File: src/rtl/dac_pkg.sv
// Shared constants and helpers for the DAC SPI output stage.
// Frame layout: {2 don't-care, 2 power-down, 12 data}, MSB first.
package dac_pkg;
  localparam int FRAME_W = 16;
  localparam int DAC_W   = 12;
  localparam int GAIN_W  = 9;

  localparam logic [GAIN_W-1:0] UNITY_GAIN = 9'd256;
  localparam logic [1:0]        PD_NORMAL  = 2'b00;

  typedef logic [1:0] state_t;
  localparam state_t IDLE  = 2'd0;
  localparam state_t SCALE = 2'd1;
  localparam state_t SHIFT = 2'd2;
  localparam state_t GAP   = 2'd3;

  function automatic logic [GAIN_W-1:0] clamp_gain(input logic [GAIN_W-1:0] g);
    return (g > UNITY_GAIN) ? UNITY_GAIN : g;
  endfunction
endpackage

File: src/rtl/sample_scaler.sv
// Captures the sample and clamped gain at accept and presents the scaled
// 12-bit DAC code during SCALE.
module sample_scaler
  import dac_pkg::*;
(
  input  logic              clk,
  input  logic              rst,
  input  logic              load,
  input  logic [15:0]       sample,
  input  logic [GAIN_W-1:0] gain,
  output logic [DAC_W-1:0]  code
);

  logic [15:0]       sample_q;
  logic [GAIN_W-1:0] gain_q;
  logic [24:0]       prod;

  always_ff @(posedge clk or posedge rst) begin
    if (rst) begin
      sample_q <= '0;
      gain_q   <= '0;
    end else if (load) begin
      sample_q <= sample;
      gain_q   <= clamp_gain(gain);
    end
  end

  // Gain is at most unity, so prod[24] is always zero; code is prod[23:12].
  assign prod = {9'd0, sample_q} * {16'd0, gain_q};
  assign code = DAC_W'(prod >> 12);

endmodule

File: src/rtl/dac_spi_out.sv
// Gain-scaled sample to 16-bit SPI frame serialiser for a 12-bit DAC.
//
// state | meaning
// IDLE  | waiting for a sample; s_ready follows ena
// SCALE | scaled code settles, frame loaded into shift register
// SHIFT | 16 bit periods, SCLK high half then low half, DAC samples on fall
// GAP   | sync_n high for GAP_CYC cycles before the next frame
module dac_spi_out
  import dac_pkg::*;
#(
  parameter int CLK_DIV = 4,
  parameter int GAP_CYC = 4
) (
  input  logic              clk,
  input  logic              rst,
  input  logic              ena,
  input  logic [15:0]       s_data,
  input  logic              s_valid,
  output logic              s_ready,
  input  logic [GAIN_W-1:0] gain,
  output logic              dac_sclk,
  output logic              dac_sync_n,
  output logic              dac_din,
  output logic              busy,
  output logic              frame_done
);

  localparam logic [7:0] DIV_LAST = 8'(CLK_DIV - 1);
  localparam logic [7:0] GAP_LAST = 8'(GAP_CYC - 1);

  state_t             state;
  logic [FRAME_W-1:0] shreg;
  logic [FRAME_W-1:0] frame;
  logic [3:0]         bit_cnt;
  logic [7:0]         div_cnt;
  logic [7:0]         gap_cnt;
  logic [DAC_W-1:0]   code;
  logic               accept;

  assign s_ready = ena & (state == IDLE) & ~rst;
  assign accept  = s_valid & s_ready;
  assign frame   = {2'b00, PD_NORMAL, code};

  sample_scaler u_scaler (
    .clk    (clk),
    .rst    (rst),
    .load   (accept),
    .sample (s_data),
    .gain   (gain),
    .code   (code)
  );

  always_ff @(posedge clk or posedge rst) begin
    if (rst) begin
      state      <= IDLE;
      shreg      <= '0;
      bit_cnt    <= '0;
      div_cnt    <= '0;
      gap_cnt    <= '0;
      dac_sclk   <= 1'b1;
      dac_sync_n <= 1'b1;
      dac_din    <= 1'b0;
      busy       <= 1'b0;
      frame_done <= 1'b0;
    end else begin
      frame_done <= 1'b0;
      case (state)
        IDLE: begin
          if (accept) begin
            state <= SCALE;
            busy  <= 1'b1;
          end
        end
        SCALE: begin
          shreg      <= frame;
          dac_din    <= frame[FRAME_W-1];
          dac_sync_n <= 1'b0;
          dac_sclk   <= 1'b1;
          bit_cnt    <= 4'd15;
          div_cnt    <= DIV_LAST;
          state      <= SHIFT;
        end
        SHIFT: begin
          if (div_cnt != 8'd0) begin
            div_cnt <= div_cnt - 8'd1;
          end else begin
            div_cnt <= DIV_LAST;
            if (dac_sclk) begin
              dac_sclk <= 1'b0;
            end else if (bit_cnt == 4'd0) begin
              state      <= GAP;
              dac_sync_n <= 1'b1;
              dac_sclk   <= 1'b1;
              dac_din    <= 1'b0;
              gap_cnt    <= GAP_LAST;
            end else begin
              // Data changes only together with the SCLK rising edge.
              dac_sclk <= 1'b1;
              bit_cnt  <= bit_cnt - 4'd1;
              shreg    <= shreg << 1;
              dac_din  <= shreg[FRAME_W-2];
            end
          end
        end
        GAP: begin
          if (gap_cnt != 8'd0) begin
            gap_cnt <= gap_cnt - 8'd1;
          end else begin
            state      <= IDLE;
            busy       <= 1'b0;
            frame_done <= 1'b1;
          end
        end
        default: state <= IDLE;
      endcase
    end
  end

endmodule

File: config.mk
export PLATFORM = sky130hd
export DESIGN_NAME = dac_spi_out
export DESIGN_NICKNAME = d
export VERILOG_FILES = /design/src/rtl/dac_pkg.sv /design/src/rtl/sample_scaler.sv /design/src/rtl/dac_spi_out.sv
export SDC_FILE = /design/constraint.sdc
export NUM_CORES = 1
export LEC_CHECK = 0
export ABC_AREA = 1
export CORE_AREA = 2 2 108 162
export DETAILED_ROUTE_END_ITERATION = 16
export DIE_AREA = 0 0 110 164
export GPL_TIMING_DRIVEN = 0
export MAX_ROUTING_LAYER = met4
export PLACE_DENSITY = 0.62
export SLEW_MARGIN = 20
export SYNTH_ARGS = -nofsm -noshare
export SYNTH_HDL_FRONTEND = slang
export SYNTH_SLANG_ARGS = --single-unit
File: constraint.sdc
create_clock -name clk -period 6.04 [get_ports clk]
set_input_delay 0.906 -clock clk [delete_from_list [all_inputs] [get_ports clk]]
set_output_delay 0.906 -clock clk [all_outputs]
set_load 0.01 [all_outputs]
==> results of run 1 <==
==> worst register-to-register path: stages, from the launching register on <==
cell and delay, ns:
dfrtp_1 0.32, clkbuf_1 0.48, clkbuf_1 0.56, nand2_1 0.10, inv_1 0.11, fa_1 0.43
fa_1 0.57, fa_1 0.57, inv_1 0.06, fa_1 0.54, inv_1 0.05, ha_1 0.36
nand2_1 0.11, nor2_1 0.17, inv_1 0.08, nor3_1 0.27, nand4_1 0.15, nand3_1 0.16
nor2_1 0.06, o21ai_1 0.13, o21ai_1 0.08
==> cell families (layout without fill, tap and decap cells) <==
logic type,count (synthesis),after routing,share of synthesized area
buffers and inverters,302,353,0.150
xor gates and xnor gates,12,12,0.0135
and+or+nand+nor,441,441,0.232
adders and majority gates,145,145,0.326
DFF,67,67,0.215
AOI/OAI and AO/OA,83,83,0.0631
==> state kept, by name, summed over array words and instances, names as in the netlist <==
register           cells
u_scaler.gain_q        9
dac_sclk               1
busy                   1
div_cnt                8
dac_sync_n             1
gap_cnt                8
state                  2
bit_cnt                4
u_scaler.sample_q     16
shreg                 15
dac_din                1
frame_done             1
==> how the worst min path moves through the flow <==
stage	slack, ns	to	cells after the start
floorplan	0.43	div_cnt[7]	1
finish	0.46	div_cnt[7]	1
CTS	0.46	div_cnt[7]	1
detailed placement	0.45	div_cnt[7]	1
global placement	0.45	div_cnt[7]	1
global route	0.50	div_cnt[7]	1
==> final cells by class <==
cell class | count | share of cell area
Clock inverter | 6 | 0.0100
Inverter | 258 | 0.111
Buffer | 44 | 0.0226
Timing Repair Buffer | 35 | 0.0412
Clock buffer | 10 | 0.0262
Sequential cell | 67 | 0.192
Tap cell | 210 | 0.0301
Multi-Input combinational cell | 681 | 0.566
==> metal layers <==
| layer | wire (um) | GRT usage |
|---|---|---|
| met4 | 570 | 0.0800 |
| met3 | 623 | 0.0381 |
| met2 | 10000 | 0.424 |
| met1 | 7700 | 0.274 |
| met5 | 0 | - |
==> metrics by stage <==
step	setup WS [ns]	hold WS [ns]
floorplan	1.63	0.433
global placement	0.735	0.447
detailed placement	0.618	0.452
CTS	0.595	0.462
global route	0.267	0.500
finish	0.604	0.460
==> power breakdown <==
part           switching, uW  internal (uW)
sequential                 0            449
clock                    224            363
combinational           13.7           17.6
total                    238            829
==> placed cells by master, fill, tap and decap left out, drive strengths merged, types with 25 or more instances in the layout <==
master         instances
nand2                312
inv                  259
fa                    97
nor2                  69
dfrtp                 65
ha                    48
clkbuf                46
nand3                 35
o21ai                 35
clkdlybuf4s50         34
a21oi                 25
==> flow_summary.toml, run 1 <==
[floorplanning]
die_area_sq_um = 18000
io_pins = 35
fp-row-count = 58
core_area_sq_um = 16600
die_x_um = 110
start_util = 0.469
die_y_um = 164

[synthesis]
postSynthAreaPerCell_sq_um = 7.42
synth_most_common_cell = "nand2_1"
synth_area_leaders = "fa_1, dfrtp_1, nand2_1"
ys.flop_type = "dfrtp_1"
ys_types = 48
yosysTopAreaCell = "fa_1"
syn_area_sq_um = 7800
ys_async_sr_fraction = 1.00
ys_warn_count = 0
netlist_top_cells_count = "nand2_1, inv_1, fa_1"
netlist.area_leader.share = 0.249
synth-edff-count = 0
ys_ff_latch = 67
syn_nets = 1224
syn_inst = 1050
ys_seq_area_frac = 0.215

[finish]
fin_cells = 1311
antennaDiodeCount = 0
fillers = 1630
drive_gt1_frac = 0.0454
fin_util = 0.526
nets = 1270
syn2layout_area_growth_pct = 12.1
seq_area_sq_um = 1680
multi_input_area_sq_um = 4950
fin_area_sq_um = 8740

[critical_path]
reg2reg_depth = 20
critPathArrivalTime_ns = 5.67
worstSetupPathType = "flip-flop to flip-flop"
cp-startpoint = "u_scaler.gain_q[3]"
cp-endpoint = "shreg[9]"
cpPeakStageDelay_ns = 0.57
endpoint_kind = "flip-flop"
path_max_fanout = 10
path_cells = "clkbuf_1, clkbuf_1, nand2_1, inv_1, fa_1, fa_1, fa_1, inv_1, fa_1, inv_1, ha_1, nand2_1, nor2_1, inv_1, nor3_1, nand4_1, nand3_1, nor2_1, o21ai_1, o21ai_1"
rr_startpoint = "u_scaler.gain_q[3]"
cp.required_ns = 6.27
crit_path_top_delay_cell = "fa_1"
cp_num_buf_inv = 6
start_kind = "flip-flop"
r2r_slack_ns = 0.60
cpLargestDelayFamily = "adder cells"
regToRegEndpoint = "shreg[9]"
critical_path_depth = 20

[detailed_routing]
via_per_inst = 4.85
route.detailed.drc = 0
post_drt_wl_per_cell_um = 14.4
dr.pass1.iters = 4
drtAntennaViolNets = 0
drtIter0Drc = 301
num_vias = 6362
wirelength_mm = 18.9

[sta]
fin_crit_sh = 0.900
tns_ns = 0
finClkSkew_ns = 0.0118
fmax_mhz = 184
period_needed_ns = 5.44
worst_slew_pin_slew_ns = 0.696
setup_viol = 0
rsz0062_at_grt = "false"
slew_viol_final = 0
finalHoldViolations = 0
slew_headroom = 0.536

[worst_hold_path]
hold_class = "flip-flop to flip-flop"
holdCritStartpoint = "div_cnt[7]"

[placed_design]
post_dp_cell_area_sq_um = 8420
dp_hpwl_mm = 15.1
placedCellCount = 1295
gp_congestion = 0.859
portBuffers = 34

[global_route]
grt_usage = 0.240
grt_overflow = 0
antenna_found_initial = 0
grt_max_degree = 38
grt_pass1_wl_mm = 32.2
grt_pass1_vias = 6651

[clock_tree]
cts.clk_slew.worst_paths_ns = 0.06
cts_tree = "yes"
clock_latency_ns = 0.35
cts_resized = 0
cts_buffers = 9
cts_root_buf = "clkbuf_16"
cts.path.max_buffers = 2
post-cts-setup-buffers = 0
holdBufCountCts = 0
clock-sinks = 67
htree_levels = 3

[pwr]
power_density_nw_per_um2 = 122
ir_drop_uv = 218
p_leak_uw = 0.00516
power_uw = 1070

[job]
drv_cap = 0

[status]
status = "complete, no violations"
Note: power is estimated with default switching activity, not from simulation.
==> run 2, diff against run 1 <==
- SETUP_SLACK_MARGIN: unset -> 0.4
==> flow_summary.toml, run 2 (synthesis results as in run 1) <==
[status]
status = "complete, no violations"

[critical_path]
worstSetupPathType = "flip-flop to flip-flop"
path_cells = "clkbuf_1, clkbuf_2, nand2_1, inv_1, fa_1, fa_1, fa_1, inv_1, fa_1, inv_1, ha_1, nand2_1, nor2_1, inv_1, nor3_1, nand4_1, nand3_1, nor2_1, o21ai_1, o21ai_1"
critPathArrivalTime_ns = 5.48
crit_path_top_delay_cell = "fa_1"
cp.required_ns = 6.27
path_max_fanout = 10
start_kind = "flip-flop"
cpPeakStageDelay_ns = 0.57
endpoint_kind = "flip-flop"

[detailed_routing]
route.detailed.drc = 0
num_vias = 6403
via_per_inst = 4.88
dr.pass1.iters = 6
wirelength_mm = 19.0
post_drt_wl_per_cell_um = 14.5
drtIter0Drc = 311
drtAntennaViolNets = 0

[sta]
finClkSkew_ns = 0.0115
finalHoldViolations = 0
fin_crit_sh = 0.868
fmax_mhz = 191
period_needed_ns = 5.24
worst_slew_pin_slew_ns = 0.691
slew_viol_final = 0
slew_headroom = 0.539
setup_viol = 0
tns_ns = 0
hold_slack_ns = 0.460
rsz0062_at_grt = "false"

[clock_tree]
post-cts-setup-buffers = 0
cts_root_buf = "clkbuf_16"
cts_tree = "yes"
htree_levels = 3
clock-sinks = 67
clock_latency_ns = 0.35
cts.clk_slew.worst_paths_ns = 0.06
cts_buffers = 9
cts.path.max_buffers = 2

[pwr]
p_leak_uw = 0.00518
p_comb_frac = 0.029
power.share.clock = 0.550
internal_power_uw = 829
p_sw_uw = 239
ir_drop_uv = 218
power_uw = 1070
p_sw_frac = 0.224
power_density_nw_per_um2 = 122
seqPwrFrac = 0.420

[placed_design]
dp_hpwl_mm = 15.1
gp_congestion = 0.859
placedCellCount = 1295
portBuffers = 34

[finish]
final_common_cell = "nand2_1"
top_register = "u_scaler.sample_q"
fillers = 1630
top_regs = "u_scaler.sample_q x16, shreg x15, u_scaler.gain_q x9"
fin_cells = 1311
nets = 1270
syn2layout_area_growth_pct = 12.2
antennaDiodeCount = 0
drive_gt1_frac = 0.0509
largest_reg_flops = 16
final_cell_mix = "nand2_1, inv_1, fa_1"

[global_route]
grt_pass1_vias = 6651
grt.busiest_layer = "met2"
grt_pass1_wl_mm = 32.2
grt_overflow = 0
globalRouteMet3Util = 0.0381
grt_max_degree = 38
grt_use_met1 = 0.274
met2_usage = 0.424
grt_usage = 0.240
antenna_found_initial = 0

[floorplanning]
start_util = 0.469
core_area_sq_um = 16600
die_y_um = 164
fp-row-count = 58
io_pins = 35
die_x_um = 110
die_area_sq_um = 18000

[worst_hold_path]
hold_class = "flip-flop to flip-flop"

[job]
drv_cap = 0
## run 2: cell types whose count changed in the layout (fill, tap and decap cells not counted)
cell      delta
clkbuf_2     +6
clkbuf_1     -6
## run 2: through the flow
stage | instance area, sq um | worst slack (ns) | util
final | 8750 | 0.796 | 0.526
after global placement | 8400 | 0.735 | 0.505
after global routing | 8750 | 0.422 | 0.526
after floorplan | 7800 | 1.63 | -
after CTS | 8740 | 0.595 | 0.526
after detailed placement | 8420 | 0.618 | 0.507
## run 2: area by class of cell
class / count / area, sq um / share of cell area
Tap cell: 210 / 263 / 0.0300
Sequential cell: 67 / 1680 / 0.192
Buffer: 44 / 205 / 0.0235
Multi-Input combinational cell: 681 / 4950 / 0.566
Inverter: 258 / 973 / 0.111
Clock buffer: 10 / 229 / 0.0262
Clock inverter: 6 / 87.6 / 0.0100
Timing Repair Buffer: 35 / 360 / 0.0412
## run 2: worst max-delay path: cells and delay by family (launching register included)
kind,cells,cell delay [ns]
adder cells (fa/ha/maj),5,2.46
AO/OA/AOI/OAI,2,0.21
buffers and inverters,6,1.15
AND/OR/NAND/NOR,7,1.00
flip-flops,1,0.32
## run 2: routing by layer
| layer | up-vias | part of all wire |
|---|---|---|
| li1 | 3169 | - |
| met1 | 3080 | 0.41 |
| met2 | 123 | 0.53 |
| met3 | 31 | 0.034 |
| met4 | 0 | 0.030 |
| met5 | - | 0 |
## run 2: final timing paths
check / startpoint / endpoint / slack [ns] / cells past startpoint
setup / recovery: u_scaler.gain_q[3] / shreg[9] / 0.80 / 20
setup reg to reg: u_scaler.gain_q[3] / shreg[9] / 0.80 / 20
min in group asynchronous: rst / busy / 0.98 / 2
hold / removal: div_cnt[7] / div_cnt[7] / 0.46 / 1
max in group asynchronous: rst / u_scaler.sample_q[10] / 4.51 / 3
hold reg to reg: div_cnt[7] / div_cnt[7] / 0.46 / 1
## run 2: power groups by stage
stage	logic (uW)	clock network, uW	registers (uW)
finish	31.4	588	449
global route	34.9	611	449
CTS	32.4	600	449
detailed placement	32.2	0	457
global placement	30.5	0	457
floorplan	7.46	0	457
## run 2: repair_timing
item	CTS	global route
resized for setup	0	12
hold buffers	0	0
setup endpoints to repair	0	2
